**src/rtl/fpu_mc_seq.sv**
```systemverilog
// Multi-cycle FPU sequencer: stalls the core around FDIV.S/FSQRT.S, starts the
// iterative unit, waits for done or timeout, then performs a dedicated write-back cycle.
module fpu_mc_seq #(
    parameter int unsigned TIMEOUT = 63,
    parameter int unsigned CNT_W   = 6
) (
    input  logic        clk,
    input  logic        rst_n,
    input  logic        fpu_op,
    input  logic [4:0]  funct5,
    input  logic [4:0]  rd,
    input  logic        regwrite_in,
    input  logic        regwrite_f_in,
    input  logic        fpu_done,
    input  logic [31:0] fpu_result,
    input  logic [4:0]  fpu_flags,
    input  logic        fflags_clr,
    output logic        fpu_start,
    output logic        stall,
    output logic        regwrite_out,
    output logic        regwrite_f_out,
    output logic        wb_sel,
    output logic [4:0]  wb_rd,
    output logic [31:0] wb_data,
    output logic [4:0]  fflags,
    output logic        timeout_err,
    output logic        busy
);

    localparam int unsigned DATA_W = 32;
    localparam int unsigned FLAG_W = 5;
    localparam int unsigned REG_W  = 5;
    localparam logic [DATA_W-1:0] CANON_NAN = 32'h7FC0_0000;
    localparam logic [FLAG_W-1:0] NV_FLAG   = 5'b10000;
    localparam logic [4:0]        F5_DIV    = 5'b00011;
    localparam logic [4:0]        F5_SQRT   = 5'b01011;

    typedef enum logic [1:0] {
        ST_IDLE = 2'd0,
        ST_EXEC = 2'd1,
        ST_WB   = 2'd2
    } state_t;

    state_t              state_q, state_d;
    logic [CNT_W-1:0]    cnt_q, cnt_d;
    logic [REG_W-1:0]    wb_rd_q, wb_rd_d;
    logic [DATA_W-1:0]   wb_data_q, wb_data_d;
    logic [FLAG_W-1:0]   fflags_q, fflags_d;
    logic                timeout_err_q, timeout_err_d;
    logic                mc;

    // State and captured write-back context
    always_ff @(posedge clk or negedge rst_n) begin
        if (!rst_n) begin
            state_q       <= ST_IDLE;
            cnt_q         <= '0;
            wb_rd_q       <= '0;
            wb_data_q     <= '0;
            fflags_q      <= '0;
            timeout_err_q <= 1'b0;
        end else begin
            state_q       <= state_d;
            cnt_q         <= cnt_d;
            wb_rd_q       <= wb_rd_d;
            wb_data_q     <= wb_data_d;
            fflags_q      <= fflags_d;
            timeout_err_q <= timeout_err_d;
        end
    end

    // Next-state logic and pipeline control; decoder inputs only matter in IDLE
    always_comb begin
        mc             = fpu_op && (funct5 == F5_DIV || funct5 == F5_SQRT);
        state_d        = state_q;
        cnt_d          = cnt_q;
        wb_rd_d        = wb_rd_q;
        wb_data_d      = wb_data_q;
        fflags_d       = fflags_clr ? '0 : fflags_q;
        timeout_err_d  = timeout_err_q;
        fpu_start      = 1'b0;
        stall          = 1'b0;
        regwrite_out   = 1'b0;
        regwrite_f_out = 1'b0;
        wb_sel         = 1'b0;

        case (state_q)
            ST_IDLE: begin
                if (mc) begin
                    fpu_start = 1'b1;
                    stall     = 1'b1;
                    wb_rd_d   = rd;
                    cnt_d     = '0;
                    state_d   = ST_EXEC;
                end else begin
                    regwrite_out   = regwrite_in;
                    regwrite_f_out = regwrite_f_in;
                end
            end
            ST_EXEC: begin
                stall = 1'b1;
                // Done beats the timeout when both land in the same cycle
                if (fpu_done) begin
                    wb_data_d = fpu_result;
                    fflags_d  = fflags_d | fpu_flags;
                    state_d   = ST_WB;
                end else if (cnt_q == CNT_W'(TIMEOUT)) begin
                    wb_data_d     = CANON_NAN;
                    fflags_d      = fflags_d | NV_FLAG;
                    timeout_err_d = 1'b1;
                    state_d       = ST_WB;
                end else begin
                    cnt_d = cnt_q + CNT_W'(1);
                end
            end
            ST_WB: begin
                wb_sel         = 1'b1;
                regwrite_f_out = 1'b1;
                state_d        = ST_IDLE;
            end
            default: begin
                state_d = ST_IDLE;
            end
        endcase
    end

    assign busy        = (state_q != ST_IDLE);
    assign wb_rd       = wb_rd_q;
    assign wb_data     = wb_data_q;
    assign fflags      = fflags_q;
    assign timeout_err = timeout_err_q;

endmodule
```
**config.mk**
```make
export PLATFORM = sky130hd
export DESIGN_NAME = fpu_mc_seq
export DESIGN_NICKNAME = d
export VERILOG_FILES = /design/src/rtl/fpu_mc_seq.sv
export SDC_FILE = /design/constraint.sdc
export NUM_CORES = 1
export LEC_CHECK = 0
export CAP_MARGIN = 20
export CORE_ASPECT_RATIO = 0.5
export CORE_UTILIZATION = 40
export CTS_CLUSTER_DIAMETER = 40
export DETAILED_ROUTE_END_ITERATION = 8
export PLACE_DENSITY = 0.79
export SYNTH_ARGS = -nofsm -noshare
export SYNTH_HDL_FRONTEND = slang
export SYNTH_SLANG_ARGS = --single-unit
```
**constraint.sdc**
```tcl
create_clock -name clk -period 2 [get_ports clk]
set_input_delay 0.3 -clock clk [delete_from_list [all_inputs] [get_ports clk]]
set_output_delay 0.3 -clock clk [all_outputs]
set_load 0.005 [all_outputs]
```
== After elaboration in Yosys (flattened, before gate mapping) ==
Index checks and enable logic that the tools add are counted.
W data, S select, Z words.
Storage, ports and cells
  register bits after elaboration: 51
Cells by class
  $add $sub $neg: 1
  equal/unequal tests: 9
  muxes and demuxes: 22
  bitwise gates (word level): 2
  reduce and logical (&&, ||, !) cells: 11
Operators by type and width (count)
  $mux W32: 2
  $mux W5: 4
  $mux W6: 3
  $pmux W6 S2: 1
  $add A6 B1 Y6 const B: 1
  $eq A6 B6 Y1 const B: 1
  $mux W1: 6
  $mux W2: 3
  $ne A2 B2 Y1 const B: 3
  $reduce_and A2 Y1: 3
  $reduce_bool A2 Y1: 3
  $eq A5 B2 Y1 const B: 1
  $eq A5 B4 Y1 const B: 1
  $or A5 B5 Y5: 1
  $pmux W1 S2: 2
  $pmux W2 S2: 1
  $reduce_and A4 Y1: 1
  $ne A3 B3 Y1 const B: 1
  $reduce_and A3 Y1: 1
  $eq A2 B1 Y1 const B: 1
  $eq A2 B2 Y1 const B: 1
  $logic_not A2 Y1: 1
  $logic_and A1 B1 Y1: 1
  $logic_or A1 B1 Y1: 1
  $not A1 Y1: 1

== Depth between registers and ports, before layout ==
  depth in word-level cells: 5
  gate-level depth with buffers: 9

== Worst setup path before layout ==
No wires, ideal clock.
  kind: flip-flop to flip-flop
  from: reg cnt_q[0]
  to: reg wb_data_q[0], in the netlist wb_data[0]
  data arrival time: 1469 ps
  data required time: 1879 ps
  path slack: 410 ps
  cell stages (with the launch flop): 8
  path buffers: 2
  cell sequence: dfrtp_1 ha_1 nand3_2 or2_1 and2_4 buf_6 buf_6 a22o_1
Between the ends
  cells in the longest elaborated chain, start to end: 3
Ends and longest elaborated chain
  start, declared: RTL line 45  | logic [CNT_W-1:0] cnt_q, cnt_d;
  start signal, assigned: RTL line 63  | cnt_q <= cnt_d;
  $eq A6 B6 Y1: RTL line 106  | end else if (cnt_q == CNT_W'(TIMEOUT)) begin
  $reduce_bool A2 Y1 (no line)
  $reduce_and A2 Y1 (no line)
  end signal, assigned: RTL line 65  | wb_data_q <= wb_data_d;
  end, declared: RTL line 47  | logic [DATA_W-1:0] wb_data_q, wb_data_d;
No other way between the ends.
A chain may end at the register's enable or synchronous reset.

== Worst setup path in the final report ==
  from: in funct5[2]
  to: out regwrite_f_out
Between the ends
  cells in the longest elaborated chain, start to end: 5
  elaborated cells between the ends (all ways): 6
  those cells by class: 2 x eq/ne; 2 x mux; 2 x reduce/logical
Ends and longest elaborated chain
  start, declared: RTL line 10  | input logic [4:0] funct5,
  $eq A5 B2 Y1 or $eq A5 B4 Y1 (tied branches): RTL line 73  | mc = fpu_op && (funct5 == F5_DIV || funct5 == F5_SQRT);
  $logic_or A1 B1 Y1 (*): RTL line 73
  $logic_and A1 B1 Y1 (*): RTL line 73
  $mux W1 (*): RTL line 88  | if (mc) begin
  $pmux W1 S2 (*): RTL line 86  | case (state_q)
  end, declared: RTL line 21  | output logic regwrite_f_out,
Mark *: on every way between the ends. The rest lies on a longest branch, timed or not.

==> summary.txt <==
Timing
  • Peak clock frequency supported by timing: 0.531 GHz
  • Count of pins over their slew limit: 0
  • Aggregate negative setup slack: 0 ps
  • Slew margin rel.: 0.578
  • Unrepaired setup endpoints after global routing: no
  • Final period util: 0.942
  • Tmin final: 1880 ps
  • Number of hold violations in the final report: 0
  • Final number of setup-violating endpoints: 0
  • Clock Skews: 16.1 ps
  • Slew @ Worst Pin: 634 ps

Placed design
  • Placed Area: 3170 um2
  • Dpl hpwl: about 3500 um
  • Buffers added on ports: between 100 and 150
  • GPL Wtd Cong: 0.765

Setup path
  • Number of buffer and inverter instances along the worst setup path: 2
  • Critical path launch point type: input pin
  • CP Launch Point: funct5[2]
  • Critical-path top delay cell: sky130_fd_sc_hd__clkdlybuf4s50_1
  • Reg2Reg Launch Point: cnt_q[0]
  • Required time at the endpoint of the critical path: 1700 ps
  • Cell-by-cell listing of the critical path: clkdlybuf4s50_1, and4bb_2, nand2_1, a21oi_1, nor2_1, dlygate4sd2_1
  • Setup Crit Path Kind: in2out
  • Cell family with the largest share of critical-path delay: buffers and inverters
  • CP peak stage delay: 400 ps
  • Critical path peak fanout: 4
  • Endpoint arrival time on the critical path: 1580 ps
  • Setup slack on the worst flop-to-flop path: 270 ps
  • Setup crit end kind: output pin

Clocking
  • Buffers inserted by post-CTS timing repair: 0
  • Clock transition time at the flip-flop clock pins of the worst setup and hold paths: approximately 90 ps
  • Count of H-tree levels built during CTS: 2
  • Clock buffer count from CTS: 5
  • CTS Sinks: 51
  • Root buffer cell: sky130_fd_sc_hd__clkbuf_8
  • TritonCTS clock tree: yes
  • Largest buffer count on any clock path: 2
  • Clock Latency Late Sink: 310 ps

Layout
  • Most common library cell in the layout ignoring fill and taps: sky130_fd_sc_hd__clkdlybuf4s50_1
  • Area added between synthesis and finish: 55.7%
  • Most frequent cells in the layout: sky130_fd_sc_hd__clkdlybuf4s50_1, sky130_fd_sc_hd__dfrtp_1, sky130_fd_sc_hd__a22o_1
  • Final core utilization: 0.655
  • Final layout net count: 323
  • Final non-filler cell area: 3280 um2
  • Number of diodes: 0
  • Proportion of layout cells with a drive suffix above 1: 0.115

GRT
  • Global-route wire length before repair: 7760 um
  • Antenna violations before repair: 0
  • Largest net degree at the start of global routing: 52
  • Via count of the first global-routing pass: about 1700
  • All-Layer GR Usage: 0.182
  • Congestion Overflow GR: 0

Floorplanning
  • Die W: about 100 um
  • Number of standard-cell rows in the floorplan: 18
  • Full die area: 5570 um2
  • IO Pins: roughly 100
  • Initial core utilization: 0.421
  • Floorplan die height: 53.3 um
  • Floorplan core area: between 4000 and 5000 um2

Pwr
  • Power consumption: 0.00291 W
  • Total leakage power: 1.44 nW
  • PwrDens: 888 nW/um2
  • Maximum vdd ir drop: 419 uV

Synth
  • Syn Nets: 218
  • Register bit count reported by yosys: 51
  • Cells after synthesis: 163
  • Sequential-to-total area share from yosys stat: 0.607
  • Number of distinct library cell variants in the gate-level netlist after synthesis: between 40 and 50
  • Synthesized area per cell: 12.9 um2
  • Yosys synthesis warning count: 0
  • Synthesized area: 2100 um2

Detailed routing
  • Via density per instance: 4.98
  • Post-route DRC violation count: 0
  • DR iter-0 viols: 62
  • Final Routed Wirelength: 4850 um
  • Vias: 1689
  • Length of the first detailed-routing pass in iterations: 4
  • WL/cell: 14.3 um
  • Antenna-violating nets left: 0

Run status
  • Run status: finished clean

Flow run
  • Reported max-cap violation count: 0

Hold path
  • Path type of the worst min-delay path: in2async
report_power, final:
group          switching (W)  internal, W
clock               0.000342     0.000283
sequential          0.000157      0.00127
combinational       0.000241     0.000617
total               0.000740      0.00217
cell type report:
| class | count | area, um2 |
|---|---|---|
| well taps | 70 | 87.6 |
| clock inverters | 2 | 16.3 |
| repair buffers | 107 | 1060 |
| fillers | 393 | 1720 |
| multi-input cells | 92 | 703 |
| flip-flops and latches | 51 | 1280 |
| clock buffers | 6 | 82.6 |
| inverters | 11 | 46.3 |
per-layer routing:
| layer | GRT usage | routed length [um] | vias up |
|---|---|---|---|
| met5 | 0 | 0 | - |
| met2 | 0.325 | 2410 | 56 |
| met1 | 0.217 | 2080 | 821 |
| met3 | 0.0443 | 255 | 11 |
| met4 | 0.0786 | 100 | 0 |
| li1 | - | - | 801 |
metrics by stage:
step                hold slack (ps)  setup WS [ps]  cells
floorplan                      4.41            410    163
global placement                443          -40.4    331
detailed placement              452          -66.4    331
CTS                             112           2.24    339
global route                    141           25.9    339
finish                         85.1            116    339
cell families (layout without fill, tap and decap cells):
family | Yosys count | after routing | share of synthesized area
buffers and inverters | 20 | 126 | 0.0625
multiplexers | 6 | 6 | 0.0315
AND/OR/NAND/NOR | 35 | 35 | 0.0999
adder cells (fa/ha/maj) | 1 | 1 | 0.00595
AO/OA/AOI/OAI | 50 | 50 | 0.193
flip-flops | 51 | 51 | 0.607
timing repair:
item | 4_1_cts | 5_1_grt
hold buffers | 0 | 0
setup endpoints to repair | 3 | 1
gates resized for setup | 3 | 4
pin swaps | 0 | 1
endpoints found under the hold margin | 0 | 0
gates cloned | 0 | 0
registers in the layout (all words and copies together) (netlist names):
name	cells
cnt_q	6
wb_data	32
wb_rd	5
fflags	5
timeout_err	1
state_q	2
cell usage after synthesis:
cell,instances,area share
sky130_fd_sc_hd__nand3b_1,1,0.0036
sky130_fd_sc_hd__or2_2,1,0.0030
sky130_fd_sc_hd__a31oi_2,1,0.0059
sky130_fd_sc_hd__clkinv_4,1,0.0042
sky130_fd_sc_hd__mux2_2,5,0.027
sky130_fd_sc_hd__buf_6,3,0.016
sky130_fd_sc_hd__and2_1,2,0.0059
sky130_fd_sc_hd__o22ai_1,1,0.0030
sky130_fd_sc_hd__nor2_2,1,0.0030
sky130_fd_sc_hd__clkbuf_1,1,0.0018
sky130_fd_sc_hd__and4bb_2,1,0.0059
sky130_fd_sc_hd__nor2_1,3,0.0054
sky130_fd_sc_hd__nor2b_1,3,0.0089
sky130_fd_sc_hd__nand2_1,7,0.012
sky130_fd_sc_hd__o22a_1,8,0.033
sky130_fd_sc_hd__o21bai_1,2,0.0071
sky130_fd_sc_hd__buf_2,1,0.0024
sky130_fd_sc_hd__nor3_1,1,0.0024
sky130_fd_sc_hd__ha_1,1,0.0059
sky130_fd_sc_hd__a221o_1,2,0.0095
sky130_fd_sc_hd__dfrtp_1,51,0.61
sky130_fd_sc_hd__nand3_2,1,0.0048
sky130_fd_sc_hd__a22o_1,23,0.096
sky130_fd_sc_hd__a21oi_1,2,0.0048
sky130_fd_sc_hd__nand4b_1,1,0.0042
sky130_fd_sc_hd__o31ai_1,2,0.0071
sky130_fd_sc_hd__nand3b_2,1,0.0054
sky130_fd_sc_hd__and3_1,1,0.0030
sky130_fd_sc_hd__nor3b_1,1,0.0036
sky130_fd_sc_hd__nand3_1,5,0.012
sky130_fd_sc_hd__and2b_1,1,0.0036
sky130_fd_sc_hd__o21ai_0,5,0.012
sky130_fd_sc_hd__or2_1,1,0.0030
sky130_fd_sc_hd__a21o_1,3,0.011
sky130_fd_sc_hd__inv_1,10,0.018
sky130_fd_sc_hd__and2_4,1,0.0042
sky130_fd_sc_hd__nand2b_1,2,0.0059
sky130_fd_sc_hd__buf_4,3,0.011
sky130_fd_sc_hd__buf_12,1,0.0095
sky130_fd_sc_hd__o311ai_0,1,0.0042
sky130_fd_sc_hd__mux2i_1,1,0.0048
path summary, 6_finish.rpt:
| check | cells after the start | endpoint |
|---|---|---|
| min in group clk | 1 | timeout_err |
| max in group asynchronous | 2 | state_q[0] |
| setup reg to reg | 6 | wb_data[25] |
| setup / recovery | 6 | regwrite_f_out |
| hold reg to reg | 1 | timeout_err |
| hold / removal | 2 | wb_data[13] |
No activity file was read; power rests on OpenSTA's default activity.
